`src/rtl/rocket_motion.sv`:
```
// Rocket vertical motion for one Space Race player: Y register, frame-rate FSM, hit lockout,
// scoring and per-line window/row generation. Optional macro ROCKET_BLINK_EN blinks the rocket during HOLD.
module rocket_motion #(
    parameter logic [7:0] START_Y    = 8'd208,
    parameter int         ROCKET_H   = 16,
    parameter int         HIT_FRAMES = 64
) (
    input  logic       CLK_DRV,
    input  logic       RESET_N,
    input  logic       R_RESET,
    input  logic       V_WINDOW,
    input  logic [7:0] V,
    input  logic       UP_N,
    input  logic       DOWN_N,
    input  logic       HIT,
    input  logic       ATTRACT,
    output logic       ROCKET_VWIN,
    output logic [3:0] ROCKET_ROW,
    output logic       STOP,
    output logic       SCORE_PULSE,
    output logic [7:0] Y_POS
);

    // The hold counter always has at least three bits so bit 2 exists for the blink cadence.
    localparam int             CW        = (HIT_FRAMES > 8) ? $clog2(HIT_FRAMES) : 3;
    localparam logic [CW-1:0]  HOLD_LOAD = CW'(HIT_FRAMES - 1);
    localparam logic [8:0]     HEIGHT9   = 9'(ROCKET_H);

    typedef enum logic [1:0] {
        IDLE = 2'd0,
        PLAY = 2'd1,
        HOLD = 2'd2
    } state_t;

    state_t          state_q, state_d;
    logic [7:0]      y_q, y_d;
    logic [CW-1:0]   holdCnt_q, holdCnt_d;
    logic            hitLatch_q, hitLatch_d;
    logic            scorePulse_q, scorePulse_d;
    logic            stop_q, stop_d;
    logic            vwin_q, vwin_d;
    logic [3:0]      row_q, row_d;
    logic            rrPrev_q;

    logic            tick;
    logic            upAct;
    logic            downAct;
    logic [7:0]      lineDelta;
    logic            inWindow;

    assign tick    = R_RESET & ~rrPrev_q;
    assign upAct   = ~UP_N;
    assign downAct = ~DOWN_N;

    always_ff @(posedge CLK_DRV or negedge RESET_N) begin
        if (!RESET_N) begin
            state_q      <= IDLE;
            y_q          <= START_Y;
            holdCnt_q    <= '0;
            hitLatch_q   <= 1'b0;
            scorePulse_q <= 1'b0;
            stop_q       <= 1'b1;
            vwin_q       <= 1'b0;
            row_q        <= 4'd0;
            rrPrev_q     <= 1'b0;
        end else begin
            state_q      <= state_d;
            y_q          <= y_d;
            holdCnt_q    <= holdCnt_d;
            hitLatch_q   <= hitLatch_d;
            scorePulse_q <= scorePulse_d;
            stop_q       <= stop_d;
            vwin_q       <= vwin_d;
            row_q        <= row_d;
            rrPrev_q     <= R_RESET;
        end
    end

    always_comb begin
        state_d      = state_q;
        y_d          = y_q;
        holdCnt_d    = holdCnt_q;
        hitLatch_d   = hitLatch_q;
        scorePulse_d = 1'b0;

        unique case (state_q)
            IDLE: begin
                y_d        = START_Y;
                hitLatch_d = 1'b0;
                if (tick) begin
                    state_d = PLAY;
                end
            end
            PLAY: begin
                // A hit arriving on the tick cycle is latched here and only acted on at the next tick.
                hitLatch_d = hitLatch_q | HIT;
                if (tick) begin
                    if (hitLatch_q) begin
                        y_d        = START_Y;
                        hitLatch_d = 1'b0;
                        holdCnt_d  = HOLD_LOAD;
                        state_d    = HOLD;
                    end else if (upAct && (y_q == 8'd0)) begin
                        y_d          = START_Y;
                        scorePulse_d = 1'b1;
                    end else if (upAct && !downAct) begin
                        y_d = y_q - 8'd1;
                    end else if (downAct && !upAct && (y_q != START_Y)) begin
                        y_d = y_q + 8'd1;
                    end
                end
            end
            HOLD: begin
                y_d        = START_Y;
                hitLatch_d = 1'b0;
                if (tick) begin
                    if (holdCnt_q == '0) begin
                        state_d = PLAY;
                    end else begin
                        holdCnt_d = holdCnt_q - 1'b1;
                    end
                end
            end
            default: begin
                state_d = IDLE;
                y_d     = START_Y;
            end
        endcase

        if (tick && ATTRACT) begin
            state_d      = IDLE;
            y_d          = START_Y;
            holdCnt_d    = '0;
            hitLatch_d   = 1'b0;
            scorePulse_d = 1'b0;
        end

        stop_d = (y_d == START_Y);
    end

    always_comb begin
        lineDelta = V - y_q;
        inWindow  = V_WINDOW && ({1'b0, lineDelta} < HEIGHT9);
`ifdef ROCKET_BLINK_EN
        if ((state_q == HOLD) && !holdCnt_q[2]) begin
            inWindow = 1'b0;
        end
`endif
        vwin_d = inWindow;
        row_d  = inWindow ? lineDelta[3:0] : 4'd0;
    end

    assign ROCKET_VWIN = vwin_q;
    assign ROCKET_ROW  = row_q;
    assign STOP        = stop_q;
    assign SCORE_PULSE = scorePulse_q;
    assign Y_POS       = y_q;

endmodule

```
`config.mk`:
```
export PLATFORM = sky130hd
export DESIGN_NAME = rocket_motion
export DESIGN_NICKNAME = d
export VERILOG_FILES = /design/src/rtl/rocket_motion.sv
export SDC_FILE = /design/constraint.sdc
export NUM_CORES = 1
export LEC_CHECK = 0
export CAP_MARGIN = 10
export CORE_UTILIZATION = 60
export DETAILED_ROUTE_END_ITERATION = 8
export DONT_BUFFER_PORTS = 1
export PLACE_DENSITY = 0.87
export REMOVE_ABC_BUFFERS = 1
export SLEW_MARGIN = 20
export SYNTH_ARGS = -nofsm -noshare
export SYNTH_HDL_FRONTEND = slang
export SYNTH_SLANG_ARGS = --single-unit
```
`constraint.sdc`:
```
create_clock -name CLK_DRV -period 5.08 [get_ports CLK_DRV]
set_input_delay 1.524 -clock CLK_DRV [delete_from_list [all_inputs] [get_ports CLK_DRV]]
set_output_delay 1.524 -clock CLK_DRV [all_outputs]
set_load 0.02 [all_outputs]
```
==> run metrics, run 1 <==
Num Clock Sinks 25; adder-cell area share of the yosys netlist 8.61%; Placer Congestion 0.946; commonest non-fill, non-tap cell in the layout nor2_1; Initial Util 64.8%; DP Worst Slack 1540 ps; sequential fraction of the synthesis area 34.4%; Core ar. 0.00283 mm²; crit start category input port; WL/cell 17.6 µm; Netlist cell types 55; final WL 4.17 mm; top_reg_cell synth dfrtp_1; nets@finish 235; Post-Syn Instances 212; final hold vios 0; H-tree depth 1; Worst Tran Pin Value 797 ps; multi-input gate area in the final layout 0.00109 mm²; FF-to-FF setup slack 2040 ps; CTS tree yes; Setup WS post-layout 1870 ps; clk root buf clkbuf_4; CTS Buf Count 3; GR Util All Layers 27.1%; VDD IR max 0.273 mV; DR iter-0 viols 134; worst r2r src Y_POS[1]; Reg2Reg Capture Point STOP; TNS Setup 0 ps; largest net degree at the start of global routing 26; Slew headroom 46.8%; cell area after synthesis 0.00183 mm²; vias in the first global route 1,560; I/O Buffers 0; first-pass GRT wire length 6.96 mm; failing checks design-rule violations; HP Class reg2reg; diode count 0; drt pass-1 iters 6; clock-pin slew of the registers on the worst-case setup and hold paths 140 ps; Via-to-Cell Ratio 6.72; FP Rows 19; Worst Skew 10.3 ps; CP arrival 3450 ps; WHS Endpoint holdCnt_q[5]; Area growth, synth to finish 1.16%; period utilization 63.1%; filler cell count in the final layout 218; Worst Reg-to-Reg Cells 8; grt total ovfl 0; hold path startpoint holdCnt_q[5]; Synth Register Bits 25; post-synthesis mux area share 0%; Post-CTS Resized 0; Compound-Gate Fraction of Synth Area 24.8%; max-cap check violation count 0; Clock Path Buffers 2; CP endpoint kind flop; DR vias 1,592; Max Clk Rate 312 MHz; hpwl dp 3.12 mm; count of final setup violators 0; main combinational cell family by area after synthesis compound AO/OA/AOI/OAI gates; asr flop ratio synth 100%; power per cell area 320 mW/mm²; share of cells above drive strength 1 6.80%; num ports 31; die area 0.00328 mm²; status finished, violations left; number of synthesized flops with an enable pin 0; YS warnings 0; largest fanout on the critical path 10; FF+latch area 631 µm²; commonest cells after routing, fill and taps aside nor2_1 (29), a21oi_1 (22), dfrtp_1 (21); Hold Path Depth 1; antenna-violating nets left 0; Mean Syn Cell Area 8.64 µm²; RSZ-0062 raised after global routing false; CP required 5320 ps; fin crit period 3210 ps; post-synthesis simple-gate area fraction 23.4%; Leak 0.815 nW; hold_buf cts 0; antenna violations before repair 0; DIE HEIGHT 57.3 µm; die width 57.3 µm; Post-CTS Setup Repair Bufs 0; drc violations 3; critical path class in2reg; worst skew pair latency 320 ps; Slew Viols, Final 0; xor and xnor area share after synthesis 2.87%
## synthesized netlist by cell type, types with 4 or more instances
cell | n | share of area [%]
a21oi_1 | 22 | 6.0
a31oi_1 | 5 | 1.7
clkbuf_1 | 7 | 1.4
dfrtp_1 | 21 | 29
dfstp_2 | 4 | 5.7
ha_1 | 11 | 7.5
inv_1 | 16 | 3.3
nand2_1 | 5 | 1.0
nand2b_1 | 7 | 2.4
nand4_1 | 5 | 1.7
nor2_1 | 29 | 5.9
nor2b_1 | 5 | 1.7
o21ai_0 | 8 | 2.2
o22a_1 | 4 | 1.9
## per-layer routing
layer	wire length [µm]	GRT usage, %
met1	1770	35.9
met2	1990	45.7
met3	342	5.67
met4	68	6.62
met5	0	0
## critical path, cell delays in order
cell and delay (ps):
nor2b_1 520, and2_1 370, nand2b_1 260, a21oi_1 90, or3b_1 420, nor4_2 280
## stage by stage
step / util [%] / cell area [µm²] / hold WS [ps] / cells / power, mW
floorplan: - / 1780 / 483 / 202 / 0.450
global placement: 64.4 / 1820 / 505 / 233 / 0.489
detailed placement: 64.4 / 1820 / 512 / 233 / 0.501
CTS: 65.5 / 1850 / 541 / 237 / 0.589
global route: 65.5 / 1850 / 580 / 237 / 0.635
finish: 65.5 / 1850 / 546 / 237 / 0.594
## worst max path at each step
stage            start    to  slack, ps  cells past startpoint
2_1_floorplan   DOWN_N  STOP       1760                      6
3_3_place_gp    DOWN_N  STOP       1690                      6
3_5_place_dp   R_RESET  STOP       1540                      6
4_1_cts        R_RESET  STOP       1880                      6
5_1_grt        R_RESET  STOP       1710                      6
6_report       R_RESET  STOP       1870                      6
## power by group
part | total [mW] | internal, mW | switching (mW)
registers | 0.298 | 0.240 | 0.0580
logic | 0.206 | 0.0862 | 0.119
clock network | 0.0899 | 0.0301 | 0.0598
total | 0.594 | 0.357 | 0.237
## cell families after synthesis
logic type	count (synthesis)
flip-flops	25
XOR/XNOR	6
AND/OR/NAND/NOR	77
adder cells (fa/ha/maj)	12
buffers and inverters	26
AO/OA/AOI/OAI	66
## sequential cells by signal, summed over array words and instances, names as in the netlist
name,flops
ROCKET_VWIN,1
ROCKET_ROW,4
state_q,2
hitLatch_q,1
STOP,1
Y_POS,8
holdCnt_q,6
rrPrev_q,1
SCORE_PULSE,1
## area by class of cell
type                            count  share of cell area [%]
Sequential cell                    25                    34.0
Tap cell                           31                    2.09
Clock buffer                        3                    1.22
Multi-Input combinational cell    161                    59.0
Inverter                           16                    3.24
Clock inverter                      1                   0.405
Note: power is estimated with default switching activity, not from simulation.
==> inputs of run 2 (changes only) <==
==> constraint.sdc (replaced) <==
create_clock -name CLK_DRV -period 3.3 [get_ports CLK_DRV]
set_input_delay 0.99 -clock CLK_DRV [delete_from_list [all_inputs] [get_ports CLK_DRV]]
set_output_delay 0.99 -clock CLK_DRV [all_outputs]
set_load 0.02 [all_outputs]
==> run 2 against run 1 <==
  * The flow still finishes with violations (design-rule violations)
  * Utilization is 0.71 points higher
  * Setup slack worse by 1500 ps
  * Global-route usage is 1.6 points higher
  * Clock skew is 5.2 ps lower
  * Clock power is 51% higher
  * Sequential cell count stayed put
  * Combinational power is 62% higher
  * Hold slack worse by 210 ps
  * Largest power group unchanged
==> run metrics, run 2 (synthesized netlist as in run 1, its figures left out) <==
status finished, violations left; failing checks design-rule violations; Num Clock Sinks 25; CTS tree yes; max-cap check violation count 0; CTS Buf Count 3; drc violations 3; FF-to-FF setup slack 350 ps; largest net degree at the start of global routing 26; non-filler cells in the finished layout 240; Crit-path slowest cell dfrtp_1; DIE HEIGHT 57.3 µm; power per cell area 492 mW/mm²; Leak 0.835 nW; Slew headroom 44.3%; Switching Fraction 40.1%; Top delay family on crit path simple AND/OR/NAND/NOR gates; Inst Count DP 236; CP required 3540 ps; worst skew pair latency 320 ps; fin crit period 2950 ps; clock-pin slew of the registers on the worst-case setup and hold paths 130 ps; critical path launch point Y_POS[1]; Placer Congestion 1.00; hold_buf cts 0; VDD IR max 0.330 mV; HP Class in2async; multi-input gate area in the final layout 0.00109 mm²; critical path, cell by cell inv_1 > ha_1 > nor4b_1 > a21oi_1 > and4b_4 > o31ai_4 > or3b_1 > nor4_2; vias in the first global route 1,594; CP peak stage delay 540 ps; GR Util All Layers 28.8%; worst r2r src Y_POS[1]; I/O Buffers 0; Int Power 0.552 mW; commonest cells after routing, fill and taps aside nor2_1 (29), a21oi_1 (22), dfrtp_1 (21); DR iter-0 viols 93; share of cells above drive strength 1 8.13%; Worst Skew 5.09 ps; Post-CTS Setup Repair Bufs 0; CP arrival 3190 ps; CP endpoint kind flop; Max Clk Rate 339 MHz; Setup WS post-layout 350 ps; num ports 31; drt pass-1 iters 7; buffers plus inverters on the worst setup path 1; P_sw 0.370 mW; power share of the sequential group 49.0%; Core ar. 0.00283 mm²; diode count 0; crit start category flop; Clock Path Buffers 2; FF+latch area 631 µm²; Via-to-Cell Ratio 6.95; Reg2Reg Capture Point STOP; Slew Viols, Final 0; commonest non-fill, non-tap cell in the layout nor2_1; critical path class reg2reg; final hold vios 0; H-tree depth 1; TNS Setup 0 ps; FP Rows 19; Gate power share 36.3%; part of the power in the clock network 14.7%; DP Worst Slack 400 ps; DR vias 1,669; hpwl dp 3.32 mm; final WL 4.33 mm; antenna violations before repair 0; Worst Tran Pin Value 835 ps; Post-CTS Resized 0; Setup crit end STOP; first-pass GRT wire length 7.22 mm; largest fanout on the critical path 7; Pwr Total 0.922 mW; count of final setup violators 0; filler cell count in the final layout 235; final core occ 66.2%; grt total ovfl 0; clk root buf clkbuf_4; area post-placement 0.00185 mm²; RSZ-0062 raised after global routing false; Area growth, synth to finish 2.25%; Initial Util 64.8%; Worst Reg-to-Reg Cells 8; max reg flops 8; die area 0.00328 mm²; final hold slack 341 ps; Final Instance Area 0.00187 mm²; Worst path depth 8; nets@finish 238; antenna-violating nets left 0; die width 57.3 µm; WL/cell 18.0 µm; period utilization 89.4%
run 2: cell types whose count changed in the layout (fill, tap and decap cells not counted):
cell	change
clkinvlp_4	-1
clkinv_2	+1
buf_4	+3
run 2: power by group through the flow:
| stage | Sequential [mW] | Combinational, mW | Clock (mW) |
|---|---|---|---|
| final | 0.452 | 0.334 | 0.136 |
| after global routing | 0.461 | 0.367 | 0.148 |
| after CTS | 0.450 | 0.329 | 0.139 |
| after detailed placement | 0.457 | 0.326 | 0 |
| after global placement | 0.450 | 0.305 | 0 |
| after floorplan | 0.440 | 0.253 | 0 |
run 2: how the worst min path moves through the flow:
| stage | from | end | slack (ps) |
|---|---|---|---|
| floorplan | holdCnt_q[5] | holdCnt_q[5] | 480 |
| global placement | holdCnt_q[5] | holdCnt_q[5] | 500 |
| CTS | RESET_N | hitLatch_q | 330 |
| finish | RESET_N | Y_POS[1] | 340 |
| detailed placement | holdCnt_q[5] | holdCnt_q[5] | 510 |
| global route | RESET_N | holdCnt_q[5] | 320 |
run 2: layout make-up:
type                            instances  area share [%]
Clock buffer                            3            1.20
Sequential cell                        25            33.7
Inverter                               16            3.21
Multi-Input combinational cell        161            58.4
Tap cell                               31            2.07
Clock inverter                          1           0.267
Timing Repair Buffer                    3            1.20
run 2: metal layers:
metal  wire length (µm)  GRT usage [%]  up-vias
li1                   -              -      774
met4                129           13.6        0
met5                  0              0        -
met1               1770           35.9      783
met2               2060           46.7       90
met3                370           7.48       22
